### config.mk
export PLATFORM = sky130hd
export DESIGN_NAME = tree_acc_ctrl
export DESIGN_NICKNAME = d
export VERILOG_FILES = /design/src/rtl/tree_acc_ctrl.sv
export SDC_FILE = /design/constraint.sdc
export NUM_CORES = 1
export LEC_CHECK = 0
export BUFFER_PORTS_ARGS = -buffer_cell sky130_fd_sc_hd__clkbuf_2
export CAP_MARGIN = 0
export CORE_MARGIN = 4
export CORE_UTILIZATION = 25
export DETAILED_ROUTE_END_ITERATION = 8
export HOLD_SLACK_MARGIN = 0.12
export PLACE_DENSITY = 0.51
export SLEW_MARGIN = 20
export SYNTH_ARGS = -nofsm -noshare
export SYNTH_HDL_FRONTEND = slang
export SYNTH_SLANG_ARGS = --single-unit
### constraint.sdc
create_clock -name clk -period 4.38 [get_ports clk]
set_input_delay 0.219 -clock clk [delete_from_list [all_inputs] [get_ports clk]]
set_output_delay 0.219 -clock clk [all_outputs]
set_load 0.02 [all_outputs]
### src/rtl/tree_acc_ctrl.sv
// Job sequencer/accumulator behind the 32-input tree adder: biases and sums
// NUM_PASS tree sums per job, then emits one saturated, optionally ReLU'd result.
module tree_acc_ctrl #(
    parameter int ACC_W  = 40,
    parameter int OUT_W  = 32,
    parameter int PASS_W = 8
) (
    input  logic              clk,
    input  logic              rst_n,
    input  logic              start_i,
    input  logic [PASS_W-1:0] num_pass_i,
    input  logic [31:0]       bias_i,
    input  logic              relu_en_i,
    output logic              busy_o,
    input  logic              in_valid_i,
    output logic              in_ready_o,
    input  logic [31:0]       tree_sum_i,
    output logic              out_valid_o,
    input  logic              out_ready_i,
    output logic [OUT_W-1:0]  out_data_o,
    output logic              out_sat_o,
    output logic              done_o
);

    typedef enum logic [1:0] {
        ST_IDLE  = 2'd0,
        ST_ACCUM = 2'd1,
        ST_OUT   = 2'd2
    } state_t;

    localparam logic signed [ACC_W-1:0] OUT_MAX =
        {{(ACC_W-OUT_W+1){1'b0}}, {(OUT_W-1){1'b1}}};
    localparam logic signed [ACC_W-1:0] OUT_MIN =
        {{(ACC_W-OUT_W+1){1'b1}}, {(OUT_W-1){1'b0}}};

    state_t                   state_q;
    logic signed [ACC_W-1:0]  acc_q;
    logic [PASS_W-1:0]        cnt_q;
    logic [PASS_W-1:0]        num_pass_q;
    logic                     relu_q;
    logic                     busy_q;
    logic                     in_ready_q;
    logic                     out_valid_q;
    logic [OUT_W-1:0]         out_data_q;
    logic                     out_sat_q;
    logic                     done_q;

    logic signed [ACC_W-1:0]  bias_ext;
    logic signed [ACC_W-1:0]  acc_d;
    logic signed [ACC_W-1:0]  f_in;
    logic                     f_relu;
    logic [OUT_W-1:0]         out_data_d;
    logic                     out_sat_d;
    logic                     beat;
    logic                     last_beat;

    assign bias_ext  = {{(ACC_W-32){bias_i[31]}}, bias_i};
    assign acc_d     = acc_q + {{(ACC_W-32){tree_sum_i[31]}}, tree_sum_i};
    assign beat      = in_valid_i & in_ready_q;
    assign last_beat = beat && (cnt_q == num_pass_q - PASS_W'(1));

    // A zero-length job finalises the bias directly from IDLE, so the result
    // path takes the live bias/relu inputs there and the latched copies otherwise.
    always_comb begin
        // NOTE: every always_comb output gets a default first so no path
        // leaves it unassigned and infers a latch.
        out_data_d = f_in[OUT_W-1:0];
        out_sat_d  = 1'b0;
        f_in       = (state_q == ST_IDLE) ? bias_ext : acc_d;
        f_relu     = (state_q == ST_IDLE) ? relu_en_i : relu_q;
        out_data_d = f_in[OUT_W-1:0];
        if (f_relu && f_in[ACC_W-1]) begin
            out_data_d = '0;
        end else if (f_in > OUT_MAX) begin
            out_data_d = OUT_MAX[OUT_W-1:0];
            out_sat_d  = 1'b1;
        end else if (f_in < OUT_MIN) begin
            out_data_d = OUT_MIN[OUT_W-1:0];
            out_sat_d  = 1'b1;
        end
    end

    // NOTE: all state below updates with non-blocking assignments so every
    // register sees the pre-edge value of every other register.
    always_ff @(posedge clk) begin
        if (!rst_n) begin
            state_q     <= ST_IDLE;
            acc_q       <= '0;
            cnt_q       <= '0;
            num_pass_q  <= '0;
            relu_q      <= 1'b0;
            busy_q      <= 1'b0;
            in_ready_q  <= 1'b0;
            out_valid_q <= 1'b0;
            out_data_q  <= '0;
            out_sat_q   <= 1'b0;
            done_q      <= 1'b0;
        end else begin
            done_q <= 1'b0;
            case (state_q)
                ST_IDLE: begin
                    if (start_i) begin
                        num_pass_q <= num_pass_i;
                        relu_q     <= relu_en_i;
                        acc_q      <= bias_ext;
                        cnt_q      <= '0;
                        busy_q     <= 1'b1;
                        if (num_pass_i != '0) begin
                            state_q    <= ST_ACCUM;
                            in_ready_q <= 1'b1;
                        end else begin
                            state_q     <= ST_OUT;
                            out_valid_q <= 1'b1;
                            out_data_q  <= out_data_d;
                            out_sat_q   <= out_sat_d;
                        end
                    end
                end
                ST_ACCUM: begin
                    if (beat) begin
                        acc_q <= acc_d;
                        cnt_q <= cnt_q + PASS_W'(1);
                        if (last_beat) begin
                            state_q     <= ST_OUT;
                            in_ready_q  <= 1'b0;
                            out_valid_q <= 1'b1;
                            out_data_q  <= out_data_d;
                            out_sat_q   <= out_sat_d;
                        end
                    end
                end
                ST_OUT: begin
                    if (out_ready_i) begin
                        state_q     <= ST_IDLE;
                        out_valid_q <= 1'b0;
                        busy_q      <= 1'b0;
                        done_q      <= 1'b1;
                    end
                end
                default: begin
                    state_q     <= ST_IDLE;
                    busy_q      <= 1'b0;
                    in_ready_q  <= 1'b0;
                    out_valid_q <= 1'b0;
                end
            endcase
        end
    end

    assign busy_o      = busy_q;
    assign in_ready_o  = in_ready_q;
    assign out_valid_o = out_valid_q;
    assign out_data_o  = out_data_q;
    assign out_sat_o   = out_sat_q;
    assign done_o      = done_q;

endmodule

==> summary.txt <==
Run status
  • Status: finished clean

Place
  • Pre-CTS WS: 0.477 ns
  • Routability-driven placement congestion ratio: 0.854
  • Placed insts: 1351
  • DP Wirelength: 18900 um
  • IO buf count: 114

Detailed routing
  • Drt via density: 5.15
  • DR WL/cell: 18.1 um
  • Starting DRT DRC Count: 446
  • Vias: 7085
  • Detail Route Antenna Nets: 0
  • DRC: 0
  • First-pass detailed-route iteration total: 4
  • Routed WL: 24900 um

Die
  • Io pins: 115
  • Die Ht: 174 um
  • Die W: 174 um
  • Die area: 0.0304 sq mm
  • Initial Utilization: 25.6%
  • Core ar.: 0.0271 sq mm
  • Rows: 60

STA
  • Fin. Hold Viols: 0
  • Final setup fails: 0
  • Layout Skew: 0.0148 ns
  • Min Tclk post-route: 3.92 ns
  • Final setup margin: 0.464 ns
  • TNS Setup: 0 ns
  • Worst Max-Slew Pin Slew: 1.06 ns
  • Final worst path period share: 89.4%
  • Fmax: 255 MHz
  • RSZ-0062 raised after global routing: false
  • Relative slew margins: 28.9%
  • Slew Limit Fails: 0

Synthesis
  • Asr flop ratio synth: 0%
  • Area share of the largest cell type after synthesis: 27.7%
  • Netlist Area Pre-Place: 0.00693 sq mm
  • Sequential area share after synthesis: 27.7%
  • Synth Area per Inst: 7.51 sq um
  • Synthesized flop and latch total: 96
  • Distinct cell type count after synthesis: 67
  • Main synth FF type: dfxtp_1
  • Mapped Cells: 922
  • Post-synth EDFFs: 0
  • Synth area leaders: dfxtp_1 28%, nand2_1 8.5%, ha_1 7.4%, a21oi_1 6.5%, nor2_1 4.7%
  • Synth Warn #: 0
  • Post-synth net total: 1042
  • Synth area leader: dfxtp_1

Clock network
  • CTS tree: yes
  • Postcts setup bufs: 0
  • CTS resizes: 0
  • Clock Tree Root: clkbuf_16
  • Worst-path clk slew: 0.08 ns
  • Max clock buf depth: 2
  • H-tree depth: 3
  • Total CTS buffers: 9
  • Worst-Skew Late Latency: 0.36 ns
  • CTS Hold Bufs: 10
  • Num Clock Sinks: 96

Layout
  • Fillers: 2935
  • Fin cells: 1377
  • Layout cells sized above 1: 16.1%
  • Final net count: 1120
  • Commonest cells after routing, fill and taps aside: 157 x nand2_1, 114 x clkbuf_2, 96 x dfxtp_1
  • Area Growth Syn to Fin: 17.7%
  • Commonest non-fill, non-tap cell in the layout: nand2_1
  • Inserted Diodes: 0

Critical path
  • CP Launch Type: register
  • Top Family by Delay on Critical Path: compound AO/OA/AOI/OAI gates
  • R2R setup slack: 0.46 ns
  • Reg2reg end: out_data_o[16]
  • Cells on worst reg2reg path: 13
  • Worst reg2reg startpoint: acc_q[0]
  • CP max FO: 22
  • CP cell instances: ha_1, fa_1, a21o_1, a311o_1, a211o_1, o211ai_2, nor3_1, o221ai_1, xnor2_1, and4_1, a21oi_4, buf_4, o311ai_1
  • Slowest cell on crit path: fa_1
  • Worst setup path startpoint: acc_q[0]
  • Arr. time, crit path: 4.14 ns
  • Worst path bufs/invs: 1
  • Crit Path Category: reg2reg
  • Worst EP required: 4.60 ns
  • Worst Setup End Kind: register
  • CP max stage delay: 0.40 ns

Power
  • Pwr dens: 417 mW/mm^2
  • Max VDD drop: 0.000178 V
  • Total power: 3.40 mW
  • P_leak: 3.37 nW

Global route
  • Vias in the first global route: 6724
  • First-pass GRT wire length: 38800 um
  • Initial antenna violation count: 0
  • Largest net degree at the start of global routing: 50
  • GR Overflow Total: 0
  • Total GRT Usage: 15.9%

Worst hold path
  • Hold-critical path depth: 3
  • HP Start: bias_i[24]
  • Worst min path class: in2reg
  • Hold Path End: acc_q[24]

Flow run
  • Number of max-cap violations: 0
## worst reg2reg max path, stage by stage (launching register included)
cell and delay [ns]:
dfxtp_1 0.32, ha_1 0.21, fa_1 0.40, a21o_1 0.22, a311o_1 0.40, a211o_1 0.32
o211ai_2 0.30, nor3_1 0.15, o221ai_1 0.23, xnor2_1 0.15, and4_1 0.27, a21oi_4 0.33
buf_4 0.33, o311ai_1 0.15
## cells in the mapped netlist, drive strengths merged (14+ instances only)
master  number
o311ai      30
mux2i       19
dfxtp       96
buf         19
nand3       20
nand2      157
o211ai      20
a311oi      20
a21oi       91
o21ai       50
xor2        21
inv         14
nand4       14
ha          41
nor3        24
clkbuf      46
xnor2       30
nor2        88
## layer usage
metal  track usage, %  up-vias  routed length, um
met3             2.91       27               1280
met2             23.6      194              10500
met4             4.19        0                451
met1             23.4     3344              12700
met5                0        -                  0
li1                 -     3520                  -
## through the flow
| step | util (%) | hold slack (ns) | area (sq um) |
|---|---|---|---|
| final | 30.1 | 0.128 | 8160 |
| after global routing | 30.1 | 0.127 | 8160 |
| after CTS | 30.1 | 0.121 | 8160 |
| after detailed placement | 28.7 | 0.463 | 7770 |
| after global placement | 28.7 | 0.457 | 7770 |
| after floorplan | - | 0.355 | 6930 |
## cell families after synthesis
kind of cell    after synthesis  synth area share, %
compound gates              277                 26.8
xor+xnor                     51                 6.45
fa+ha+maj                    42                 7.69
buf+inv                      79                 4.95
flops                        96                 27.7
mux                          19                 2.75
simple gates                358                 23.6
## worst max path at each step
stage                     end  slack [ns]  depth (start not counted)
2_1_floorplan       out_sat_o        1.15                         13
3_3_place_gp   out_data_o[10]        0.46                         14
3_5_place_dp   out_data_o[13]        0.48                         14
4_1_cts        out_data_o[16]        0.48                         13
5_1_grt        out_data_o[10]        0.26                         12
6_report       out_data_o[16]        0.46                         13
## sequential cells by signal, summed over array words and instances (netlist names)
name / cells
out_sat_o: 1
in_ready_o: 1
state_q: 2
out_data_o: 32
cnt_q: 8
done_o: 1
relu_q: 1
busy_o: 1
acc_q: 40
out_valid_o: 1
num_pass_q: 8
## area by class of cell
type | instances | area (sq um) | area share [%]
repair buffers | 132 | 743 | 9.11
multi-input cells | 747 | 4680 | 57.4
inverters | 14 | 52.6 | 0.644
clock inverters | 7 | 62.6 | 0.767
well taps | 372 | 465 | 5.71
flip-flops and latches | 96 | 1920 | 23.6
clock buffers | 9 | 225 | 2.76
## report_power, final
part / internal, mW / leakage, nW / switching (mW) / total, mW
Combinational: 0.539 / 2.44 / 0.984 / 1.52
Sequential: 0.992 / 0.788 / 0.0814 / 1.07
Clock: 0.399 / 0.144 / 0.409 / 0.808
Total: 1.93 / 3.37 / 1.47 / 3.40
No activity file was read; power rests on OpenSTA's default activity.
